$ cat src/rtl/router_pkg.sv
// Shared router constants: default widths, the reserved address code and the
// ordering of the FSM strobe bundle consumed by the datapath register stage.
package router_pkg;
  localparam int RTR_DATA_WIDTH = 8;
  localparam int RTR_ADDR_WIDTH = 2;

  // Address code 3 names no output port; headers carrying it are not latched.
  localparam logic [RTR_ADDR_WIDTH-1:0] INVALID_ADDR = 2'b11;

  // One-hot FSM state strobes, MSB first in this order.
  typedef struct packed {
    logic detect_add;
    logic lfd;
    logic ld;
    logic laf;
    logic full;
    logic rst_int;
  } fsm_strb_t;
endpackage

$ cat src/rtl/router_parity_acc.sv
// XOR accumulator with synchronous clear (priority over enable) and async reset.
module router_parity_acc #(
  parameter int W = 8
) (
  input  logic         clock,
  input  logic         resetn,
  input  logic         clr,
  input  logic         en,
  input  logic [W-1:0] din,
  output logic [W-1:0] acc
);
  always_ff @(posedge clock or negedge resetn) begin
    if (!resetn)  acc <= '0;
    else if (clr) acc <= '0;
    else if (en)  acc <= acc ^ din;
  end
endmodule

$ cat src/rtl/router_data_reg.sv
// Router datapath register stage: header latch, FIFO byte staging, full-hold
// register and packet parity check. Build option: ROUTER_REG_LEN_CHECK_EN.
module router_data_reg
  import router_pkg::*;
#(
  parameter int DATA_WIDTH = RTR_DATA_WIDTH,
  parameter int ADDR_WIDTH = RTR_ADDR_WIDTH
) (
  input  logic                  clock,
  input  logic                  resetn,
  input  logic                  pkt_valid,
  input  logic [DATA_WIDTH-1:0] data_in,
  input  logic                  fifo_full,
  input  logic                  detect_add,
  input  logic                  lfd_state,
  input  logic                  ld_state,
  input  logic                  laf_state,
  input  logic                  full_state,
  input  logic                  rst_int_reg,
  output logic                  parity_done,
  output logic                  low_pkt_valid,
  output logic                  err,
  output logic [DATA_WIDTH-1:0] dout
);
  fsm_strb_t             strb;
  logic [DATA_WIDTH-1:0] hdr_reg, hold_reg, pkt_parity, parity_acc, acc_din;
  logic                  acc_en, new_pkt, hdr_ok, pd_q, mismatch;

  assign strb    = {detect_add, lfd_state, ld_state, laf_state, full_state, rst_int_reg};
  assign new_pkt = strb.detect_add && pkt_valid;
  assign hdr_ok  = new_pkt && (data_in[ADDR_WIDTH-1:0] != {ADDR_WIDTH{1'b1}});

  // Every byte enters parity once: header on LFD, payload when sourced in LD
  // (even if the FIFO is full then); the full/laf replay adds nothing.
  assign acc_en  = !(strb.full || strb.laf) && (strb.lfd || (strb.ld && pkt_valid));
  assign acc_din = strb.lfd ? hdr_reg : data_in;

  router_parity_acc #(.W(DATA_WIDTH)) u_parity_acc (
    .clock  (clock),
    .resetn (resetn),
    .clr    (strb.detect_add),
    .en     (acc_en),
    .din    (acc_din),
    .acc    (parity_acc)
  );

`ifdef ROUTER_REG_LEN_CHECK_EN
  logic [DATA_WIDTH-ADDR_WIDTH-1:0] pay_cnt;

  always_ff @(posedge clock or negedge resetn) begin
    if (!resetn)                    pay_cnt <= '0;
    else if (strb.detect_add)       pay_cnt <= '0;
    else if (strb.ld && pkt_valid)  pay_cnt <= pay_cnt + 1'b1;
  end

  assign mismatch = (parity_acc != pkt_parity) ||
                    (pay_cnt != hdr_reg[DATA_WIDTH-1:ADDR_WIDTH]);
`else
  assign mismatch = (parity_acc != pkt_parity);
`endif

  always_ff @(posedge clock or negedge resetn) begin
    if (!resetn) begin
      hdr_reg       <= '0;
      hold_reg      <= '0;
      pkt_parity    <= '0;
      dout          <= '0;
      low_pkt_valid <= 1'b0;
      parity_done   <= 1'b0;
      pd_q          <= 1'b0;
      err           <= 1'b0;
    end else begin
      if (hdr_ok) hdr_reg <= data_in;

      if (strb.lfd)                   dout <= hdr_reg;
      else if (strb.ld && !fifo_full) dout <= data_in;
      else if (strb.laf)              dout <= hold_reg;

      if (strb.ld && fifo_full)  hold_reg   <= data_in;
      if (strb.ld && !pkt_valid) pkt_parity <= data_in;

      if (strb.ld && !pkt_valid) low_pkt_valid <= 1'b1;
      else if (strb.rst_int)     low_pkt_valid <= 1'b0;

      // Parity byte reaches the FIFO either directly or via the hold register.
      if ((strb.ld && !pkt_valid && !fifo_full) ||
          (strb.laf && low_pkt_valid && !parity_done))
        parity_done <= 1'b1;
      else if (new_pkt)
        parity_done <= 1'b0;

      pd_q <= parity_done;
      if (new_pkt)                      err <= 1'b0;
      else if (parity_done && !pd_q)    err <= mismatch;
    end
  end
endmodule
$ cat config.mk
export PLATFORM = sky130hd
export DESIGN_NAME = router_data_reg
export DESIGN_NICKNAME = d
export VERILOG_FILES = /design/src/rtl/router_pkg.sv /design/src/rtl/router_parity_acc.sv /design/src/rtl/router_data_reg.sv
export SDC_FILE = /design/constraint.sdc
export NUM_CORES = 1
export LEC_CHECK = 0
export ABC_AREA = 1
export CORE_ASPECT_RATIO = 0.6
export CORE_MARGIN = 2
export CORE_UTILIZATION = 46
export DETAILED_ROUTE_END_ITERATION = 10
export GPL_ROUTABILITY_DRIVEN = 0
export PLACE_DENSITY = 0.69
export SLEW_MARGIN = 25
export SYNTH_ARGS = -nofsm -noshare
export SYNTH_HDL_FRONTEND = slang
export SYNTH_SLANG_ARGS = --single-unit
$ cat constraint.sdc
create_clock -name clock -period 1.2 [get_ports clock]
set_input_delay 0.24 -clock clock [delete_from_list [all_inputs] [get_ports clock]]
set_output_delay 0.24 -clock clock [all_outputs]
set_load 0.1 [all_outputs]
==> run summary, run 1 <==
Largest family of logic cells by synthesized area -> simple AND/OR/NAND/NOR gates
Hold WC Path Type -> in -> async
Final setup margin -> -0.0965 ns
Setup crit start -> parity_done
Compound-gate portion of the synthesized area -> 0.189
Mean area per synthesized cell -> 8.18 µm²
CTS root buf -> clkbuf_8
Num ports -> 29
Relative slew slack -> 0.798
Crit-path max FO -> 2
Wire per inst -> 14.0 µm
Dpl hpwl -> 3.95 mm
Core area -> 4540 µm²
Unique cell type count in the Yosys netlist -> 22
Htree depth -> 2
CTS tree -> built
Max-cap viol count -> 0
WP data arrival -> 1.06 ns
Asr flop ratio synth -> 1.00
Area share of and/or/nand/nor cells after synthesis -> 0.197
Maximum VDD drop -> 0.000672 V
Total Routed Length -> 5.45 mm
I/O Buffers -> 28
Num CTS Buffers -> 5
Sequential area share after synthesis -> 0.512
FF-to-FF Start -> parity_done
Die area -> 5260 µm²
Vias per cell -> 5.02
Total power -> 4.26 mW
First-pass GRT wire length -> 9.29 mm
Initial antenna violation count -> 0
DRC violations left -> 0
Leak -> 1.45 nW
Status -> finished with violations
YS warnings -> 0
Post-Synth XOR/XNOR Area -> 0.0122
Pwr dens -> 1400 nW/µm²
Synth Instances -> 263
Post-Synth Adder-Cell Area -> 0
Die height -> 57.0 µm
Final hold violation count -> 0
Setup violators final -> 1
EDFF count, synth -> 0
Die width -> 92.3 µm
Vias -> 1952
FF+latch count, synth -> 44
Mux cell area share after synthesis -> 0
DR iter-0 viols -> 100
Slew @ Worst Pin -> 0.300 ns
Final min period -> 1.30 ns
Overflow after GRT -> 0
Type of origin of the critical path -> register
Initial core utilization -> 0.474
Row cnt -> 19
Violated checks -> setup timing
Area Overhead vs Synth -> 41.5%
Number of global-route vias before repair -> 1943
Initial DRT Pass Iterations -> 4
Setup Skew -> 0.0102 ns
Fin. max-slew vios -> 0
Ant diodes -> 0
Setup repair after global routing missed its margin -> true
CTS Buffer Depth -> 2
Critical path required time -> 0.96 ns
Tcrit/Tclk final -> 1.08
Setup TNS -> -0.0965 ns
Clk_lat worst skew -> 0.30 ns
CP endpoint kind -> output port
F_max -> 771 MHz
Setup CP Type -> reg -> out
All-layer global routing usage -> 0.231
Worst-path clk slew -> 0.08 ns
Largest net degree at the start of global routing -> 35
Post-Syn Area -> 2150 µm²
# nets final -> 343
Sink Count -> 44
Post-synth top flop -> dfrtp_1
Post-synthesis net count -> 281
Hold_ws -> 0.356 ns
Fraction of layout cells with a size suffix above 1 -> 0.261
Final ANT Viol Nets -> 0
-- power by group --
group          internal [mW]  leakage, nW  total [mW]  switching [mW]
clock network          0.407       0.0412       0.925           0.517
registers               1.69        0.538        1.84           0.150
logic                  0.606        0.872        1.50           0.890
-- worst max-delay path, cell delays in order (launching register included) --
cell	delay (ns)
dfrtp_4	0.48
buf_6	0.13
buf_12	0.15
-- layer usage --
layer	vias to the layer above	track usage	part of all wire
met4	0	0.0768	0.012
met1	920	0.324	0.49
met5	-	0	0
met3	6	0.0502	0.050
li1	979	-	-
met2	47	0.362	0.45
-- cell families (layout without fill, tap and decap cells) --
| group | after synthesis | after routing |
|---|---|---|
| and+or+nand+nor | 103 | 103 |
| AOI/OAI and AO/OA | 72 | 72 |
| DFF | 44 | 44 |
| buffers and inverters | 41 | 104 |
| xor gates and xnor gates | 3 | 3 |
-- cells in the mapped netlist, types with 4 or more instances --
master	count	area, µm²
dfrtp_1	44	1100
inv_1	28	105
o21ai_2	6	52.6
inv_2	4	15.0
o21ai_0	37	185
buf_4	4	30.0
nor2_1	38	143
nand2_1	50	188
a31oi_1	8	50.1
nand3_1	8	40.0
a21oi_1	16	80.1
-- cell type report --
type                            count  area, µm²
Clock buffer                        6       72.6
Clock inverter                      2       12.5
Fill cell                         368       1500
Inverter                           32        120
Multi-Input combinational cell    178        875
Sequential cell                    44       1120
Tap cell                           63       78.8
Timing Repair Buffer               64        769
-- worst paths after layout --
kind	cells past startpoint	end	slack [ns]
min in group clock	2	hold_reg[4]	0.49
max	2	parity_done	-0.1
min reg2reg	2	hold_reg[4]	0.49
max in group asynchronous	3	dout[7]	0.37
max reg2reg	7	err	0.08
min	2	hdr_reg[0]	0.36
-- repair_timing --
item | 4_1_cts | 5_1_grt
gates cloned | 1 | 0
setup endpoints to repair | 23 | 10
hold buffers | 1 | 0
resized for setup | 9 | 5
pin swaps | 0 | 1
buffers inserted | 1 | 0
hold endpoints to repair | 10 | 0
-- through the flow --
step            util  cell area (µm²)  std cells  worst slack, ns
6_report       0.671             3050        389          -0.0965
5_1_grt        0.671             3050        389           -0.118
4_1_cts        0.669             3040        389           -0.104
3_5_place_dp   0.637             2890        378           -0.596
3_3_place_gp   0.637             2890        378           -0.473
2_1_floorplan      -             2170        263          -0.0360
-- cells in the final DEF (no fill, tap or decap), types with 5 or more instances in the layout --
cell / netlist / final
nor2_2: 1 / 5
a21oi_1: 16 / 16
o21ai_0: 37 / 34
a31oi_1: 8 / 8
clkdlybuf4s50_1: 0 / 12
dfrtp_1: 44 / 33
dfrtp_2: 0 / 10
o21ai_2: 6 / 6
nand3_1: 8 / 8
nand2_1: 50 / 50
buf_4: 4 / 26
inv_1: 28 / 28
o21ai_1: 3 / 6
buf_12: 0 / 18
nor2_1: 38 / 33
clkbuf_8: 0 / 5
Note: power is estimated with default switching activity, not from simulation.
==> run 2, diff against run 1 <==
- ABC_AREA: 1 -> not set
==> run 2 against run 1 <==
The flow now finishes without violations. Maximum frequency grew 10%. Register-to-register slack worse by 0.06 ns. Cell area decreased by 0.21%. Clock power increased by 4.9%. Clock skew down 0.0051 ns. Synthesized cell count decreased by 31%. Final cell count decreased by 21%. Sequential power hardly changed. First-iteration DRC count is 9.0% higher. Non-clock buffer count rose by 2. Sequential share of layout area shrank 0.38 points. Worst setup slack better by 0.12 ns. Critical path type is now reg -> reg. Highest routed layer unchanged.
==> run summary, run 2 <==
Commonest non-fill, non-tap cells in the layout -> 42 x dfrtp_1, 30 x buf_4, 22 x mux2_1
Fin. max-slew vios -> 0 (unchanged)
Initial antenna violation count -> 0 (unchanged)
CTS tree -> built
Final min period -> 1.18 ns (-0.120 ns)
Sink Count -> 44 (unchanged)
First-pass GRT wire length -> 9.25 mm (-0.44%)
Area Overhead vs Synth -> 42.7%
FF/Latch Area -> 1100 µm² (-1.2%)
Setup Skew -> 0.00506 ns (-0.00510 ns)
Hold WC Path Type -> in -> reg
Post-synth top flop -> dfrtp_1
Fraction of layout cells with a size suffix above 1 -> 0.317 (+0.0563)
Setup violators final -> 0 (-1)
Htree depth -> 2 (unchanged)
Commonest non-fill, non-tap cell in the layout -> dfrtp_1
Asr flop ratio synth -> 1.00 (unchanged)
Most frequent cells after synthesis -> 44 x dfrtp_1, 22 x mux2_1, 13 x nand2_1
Tcrit/Tclk final -> 0.980 (-0.100)
Relative slew slack -> 0.712 (-0.0853)
Pwr dens -> 1410 nW/µm² (+0.70%)
DRC violations left -> 0 (unchanged)
Yosys top cell by area -> dfrtp_1
Share of Yosys cell area claimed by the top area cell type -> 0.517 (+0.00541)
Setup TNS -> 0 ns (+0.0965 ns)
Placed insts -> 290 (-23%)
Final ANT Viol Nets -> 0 (unchanged)
Num ports -> 29 (unchanged)
FF+latch count, synth -> 44 (unchanged)
Post-Syn Area -> 2130 µm² (-1.0%)
Mean area per synthesized cell -> 11.7 µm² (+43%)
Sequential area share after synthesis -> 0.517 (+0.00541)
CP endpoint kind -> register
# nets final -> 263 (-23%)
Leak -> 1.38 nW (-4.6%)
Crit-path max FO -> 3 (+1)
Critical Path, Cell by Cell -> xor2_1 -> nor4_2 -> buf_4 -> a31oi_1
Core area -> 4520 µm² (-0.52%)
Cell Count, Final, Fillers Out -> 309 (-21%)
Slowest CP cell -> dfrtp_1
Die height -> 56.7 µm (-0.48%)
Clk_lat worst skew -> 0.29 ns (about the same)
Dpl hpwl -> 3.93 mm (-0.58%)
Type of origin of the critical path -> register
Vias per cell -> 5.67 (+13%)
Critical path required time -> 1.37 ns (+0.41 ns)
Row cnt -> 19 (unchanged)
Initial DRT Pass Iterations -> 4 (unchanged)
Crit path max-delay family -> flip-flops
Synth Instances -> 182 (-31%)
Largest net degree at the start of global routing -> 26 (-26%)
Top-count cell post-synth -> dfrtp_1
DR iter-0 viols -> 109 (+9.0%)
All-layer global routing usage -> 0.233 (+0.00279)
Die width -> 91.8 µm (-0.50%)
Fillcell total -> 346 (-6.0%)
Total Routed Length -> 5.72 mm (+4.9%)
Worst-path clk slew -> 0.08 ns (about the same)
Slew @ Worst Pin -> 0.431 ns (+0.131 ns)
Num CTS Buffers -> 5 (unchanged)
Unique cell type count in the Yosys netlist -> 30 (+36%)
Status -> finished clean
YS warnings -> 0 (unchanged)
EDFF count, synth -> 0 (unchanged)
CTS root buf -> clkbuf_8
Wire per inst -> 18.5 µm (+32%)
CTS Buffer Depth -> 2 (unchanged)
Die area -> 5210 µm² (-0.98%)
Ant diodes -> 0 (unchanged)
Maximum VDD drop -> 0.00102 V (+51%)
Worst path max stage delay -> 0.42 ns (-0.06 ns)
Bufs and invs on worst path -> 1 (-1)
F_max -> 850 MHz (+10%)
Max-cap viol count -> 0 (unchanged)
Area of the multi-input gates -> 1030 µm² (+17%)
Final hold violation count -> 0 (unchanged)
I/O Buffers -> 28 (unchanged)
Synth area leaders -> dfrtp_1 52%, mux2_1 12%, a311o_1 3.8%, mux2i_1 3.8%, a2bb2oi_1 3.3%
Setup repair after global routing missed its margin -> true
Number of global-route vias before repair -> 1839 (-5.4%)
Setup CP Type -> reg -> reg
Post-synthesis net count -> 200 (-29%)
WP data arrival -> 1.35 ns (+0.29 ns)
Initial core utilization -> 0.471 (-0.00249)
Vias -> 1753 (-10%)
Overflow after GRT -> 0 (unchanged)
run 2: changes by cell type in the layout (fill, tap and decap cells not counted), moves of 9 or more:
| cell | before | now |
|---|---|---|
| nor2_1 | 33 | 3 |
| nand2_1 | 50 | 11 |
| clkdlybuf4s50_1 | 12 | 1 |
| dfrtp_1 | 33 | 42 |
| mux2_1 | 0 | 22 |
| a21oi_1 | 16 | 4 |
| o21ai_0 | 34 | 1 |
| inv_1 | 28 | 9 |
run 2: power by group:
part           leakage [nW]  total, mW  switching [mW]  internal [mW]
clock                0.0455      0.970           0.500          0.470
combinational         0.805       1.44           0.814          0.626
sequential            0.533       1.87           0.180           1.69
run 2: area by class of cell:
class	count	share of cell area
sequential	44	0.363
multi-input combinational	119	0.338
timing repair buffer	66	0.233
clock buffer	8	0.0296
tap	63	0.0259
inverter	9	0.0111
run 2: routing by layer:
metal  global-route usage  vias to the layer above  part of all wire
met5                    0                        -                 0
met4               0.0618                        0            0.0093
met3               0.0523                        4             0.068
met2                0.371                       65              0.47
met1                0.326                      888              0.45
li1                     -                      796                 -
run 2: final timing paths:
kind / startpoint / to / slack [ns] / cells past startpoint
worst max-delay path: u_parity_acc.acc[7] / err / 0.02 / 4
worst min-delay path: data_in[3] / hold_reg[3] / 0.28 / 2
worst max register to register: u_parity_acc.acc[7] / err / 0.02 / 4
worst min register to register: hold_reg[4] / hold_reg[4] / 0.51 / 1
max in group asynchronous: resetn / hdr_reg[3] / 0.22 / 3
min in group asynchronous: resetn / pkt_parity[7] / 0.41 / 2
run 2: metrics by stage:
step                      hold slack (ns)  setup WS, ns  total power, mW   util  instance area (µm²)
final                               0.275        0.0238             4.28  0.673                 3040
after global routing                0.282       -0.0920             4.49  0.673                 3040
after CTS                           0.394       0.00403             4.27  0.657                 2970
after detailed placement            0.203        -0.859             3.25  0.612                 2760
after global placement              0.187        -0.725             3.20  0.612                 2760
after floorplan                   -0.0556        -0.182             2.64      -                 2140
run 2: kinds of logic (layout without fill, tap and decap cells):
| group | Yosys count | count (layout) | share of synthesized area |
|---|---|---|---|
| flops | 44 | 44 | 0.517 |
| compound gates | 40 | 40 | 0.143 |
| mux | 30 | 30 | 0.154 |
| buf+inv | 21 | 83 | 0.0482 |
| simple gates | 39 | 41 | 0.105 |
| xor+xnor | 8 | 8 | 0.0329 |
run 2: repair_timing:
action                     4_1_cts  5_1_grt
hold endpoints to repair        14        0
setup endpoints to repair       39       10
hold buffers                     1        0
buffers inserted                 2        4
pin swaps                        9        3
gates cloned                     3        1
gates resized for setup         37       10
run 2: worst register-to-register path, delay by kind of cell, from the launching register on:
family / cells / cell delay, ns
buffers and inverters: 1 / 0.15
xor gates and xnor gates: 1 / 0.16
and+or+nand+nor: 1 / 0.27
AOI/OAI and AO/OA: 1 / 0.06
DFF: 1 / 0.42
==> run 3, diff against run 2 <==
- CORE_ASPECT_RATIO: 0.6 -> 1.4
==> run 3 against run 2 <==
Combinational power barely moved. Global-route usage is 0.54 points higher. Clock skew up 0.0031 ns. Via count decreased by 0.11%. Total power shrank 2.1%. Critical path type unchanged. Largest cell class unchanged. Largest power group unchanged. Highest routed layer unchanged.
==> run summary, run 3 (same netlist as run 2, synthesis figures left out) <==
Overflow after GRT -> 0 (unchanged)
Crit path max-delay family -> compound AO/OA/AOI/OAI gates
First-pass GRT wire length -> 9.16 mm (-0.90%)
Die height -> 84.5 µm (+49%)
Clock power frac -> 0.205 (-0.022)
Final min period -> 1.19 ns (+0.0160 ns)
Setup repair after global routing missed its margin -> true
Vias -> 1751 (-0.11%)
Num CTS Buffers -> 5 (unchanged)
Final hold violation count -> 0 (unchanged)
Total Routed Length -> 5.52 mm (-3.4%)
All-layer global routing usage -> 0.239 (+0.00537)
Critical path required time -> 1.37 ns (about the same)
Critical Path, Cell by Cell -> mux2i_1 -> buf_4 -> o31ai_1 -> a21oi_2
Worst R2R Path Depth -> 4 (unchanged)
Worst R2R End -> u_parity_acc.acc[5]
CTS Buffer Depth -> 2 (unchanged)
Sink Count -> 44 (unchanged)
FF-to-FF Start -> hdr_reg[5]
# nets final -> 268 (+1.9%)
Row cnt -> 29 (+10)
Commonest non-fill, non-tap cells in the layout -> 42 x dfrtp_1, 36 x buf_4, 22 x mux2_1
Final ANT Viol Nets -> 0 (unchanged)
Final setup margin -> 0.00782 ns (-0.0160 ns)
Total power -> 4.19 mW (-2.1%)
Initial antenna violation count -> 0 (unchanged)
Setup Skew -> 0.00820 ns (+0.00314 ns)
Fin. max-slew vios -> 0 (unchanged)
Htree depth -> 2 (unchanged)
Pwr dens -> 1370 nW/µm² (-2.9%)
Maximum VDD drop -> 0.000972 V (-4.5%)
Slowest CP cell -> dfrtp_1
R2R Setup Slk -> 0.008 ns (-0.02 ns)
P_sw -> 1.47 mW (-1.8%)
Hold WC Path Type -> in -> async
Slew @ Worst Pin -> 0.382 ns (-0.0490 ns)
Area Overhead vs Synth -> 44.0%
CP endpoint kind -> register
Largest net degree at the start of global routing -> 31 (+19%)
Seq pwr share -> 0.446 (+0.009)
Wire per inst -> 17.7 µm (-4.1%)
Initial core utilization -> 0.473 (+0.00184)
Bufs and invs on worst path -> 1 (unchanged)
Hold_ws -> 0.391 ns (+0.116 ns)
Vias per cell -> 5.63 (-0.76%)
Setup CP Type -> reg -> reg
Die width -> 61.5 µm (-33%)
I/O Buffers -> 28 (unchanged)
Setup violators final -> 0 (unchanged)
Status -> finished clean
Crit-path max FO -> 3 (unchanged)
CTS root buf -> clkbuf_8
Worst path max stage delay -> 0.39 ns (-0.03 ns)
Type of origin of the critical path -> register
Gate power share -> 0.349 (+0.013)
Ant diodes -> 0 (unchanged)
Commonest non-fill, non-tap cell in the layout -> dfrtp_1
WP data arrival -> 1.37 ns (+0.02 ns)
CTS tree -> built
Num ports -> 29 (unchanged)
Clk_lat worst skew -> 0.29 ns (about the same)
DRC violations left -> 0 (unchanged)
Pre-CTS WS -> -0.651 ns (+0.209 ns)
Die area -> 5200 µm² (-0.20%)
Setup crit start -> hdr_reg[5]
Number of global-route vias before repair -> 1897 (+3.2%)
DR iter-0 viols -> 82 (-25%)
Switching Share -> 0.350 (+0.00109)
F_max -> 839 MHz (-1.3%)
Initial DRT Pass Iterations -> 4 (unchanged)
Cell internal pwr -> 2.72 mW (-2.2%)
Relative slew slack -> 0.743 (+0.0305)
Max-cap viol count -> 0 (unchanged)
Worst-path clk slew -> 0.08 ns (about the same)
Dpl hpwl -> 3.72 mm (-5.2%)
Tcrit/Tclk final -> 0.993 (+0.0133)
Fraction of layout cells with a size suffix above 1 -> 0.365 (+0.0484)
Leak -> 1.37 nW (-0.70%)
Core area -> 4500 µm² (-0.39%)
## run 3: area by class of cell
cell class                      instances  area [µm²]
Multi-Input combinational cell        119        1070
Timing Repair Buffer                   71         713
Clock buffer                            6        72.6
Inverter                                9        33.8
Sequential cell                        44        1100
Tap cell                               62        77.6
Fill cell                             359        1430
## run 3: how the worst max path moves through the flow
stage                                to  depth (start not counted)  slack (ns)
finish              u_parity_acc.acc[5]                          4       0.008
global route        u_parity_acc.acc[5]                          4       -0.06
CTS                 u_parity_acc.acc[6]                          2        0.02
detailed placement  u_parity_acc.acc[5]                          5       -0.65
global placement    u_parity_acc.acc[1]                          4       -0.58
floorplan           u_parity_acc.acc[4]                          5       -0.18
## run 3: power groups by stage
stage,clock network (mW),logic [mW],registers [mW]
3_3_place_gp,0,1.34,1.88
2_1_floorplan,0,0.390,2.25
4_1_cts,0.884,1.40,1.87
5_1_grt,0.951,1.54,1.90
6_report,0.859,1.46,1.87
3_5_place_dp,0,1.37,1.89
## run 3: timing repair
action,in CTS,in global routing
pin swaps,4,3
hold buffers,1,0
buffers inserted,3,3
endpoints found under the hold margin,14,0
resized for setup,35,21
setup endpoints to repair,38,13
cloned,4,0
## run 3: per-stage QoR
| stage | cells | utilization | area, µm² | setup TNS [ns] |
|---|---|---|---|---|
| after CTS | 308 | 0.660 | 2970 | 0 |
| after global placement | 294 | 0.622 | 2800 | -18.60 |
| after floorplan | 182 | - | 2140 | -0.948 |
| after detailed placement | 294 | 0.622 | 2800 | -19.20 |
| after global routing | 311 | 0.682 | 3070 | -0.0686 |
| final | 311 | 0.682 | 3070 | 0 |
## run 3: routing by layer
metal  vias to the layer above  GRT usage  part of all wire
met5                         -          0                 0
met4                         0     0.0986             0.034
met3                        19     0.0524             0.035
met2                        52      0.391              0.53
met1                       878      0.295              0.40
li1                        802          -                 -
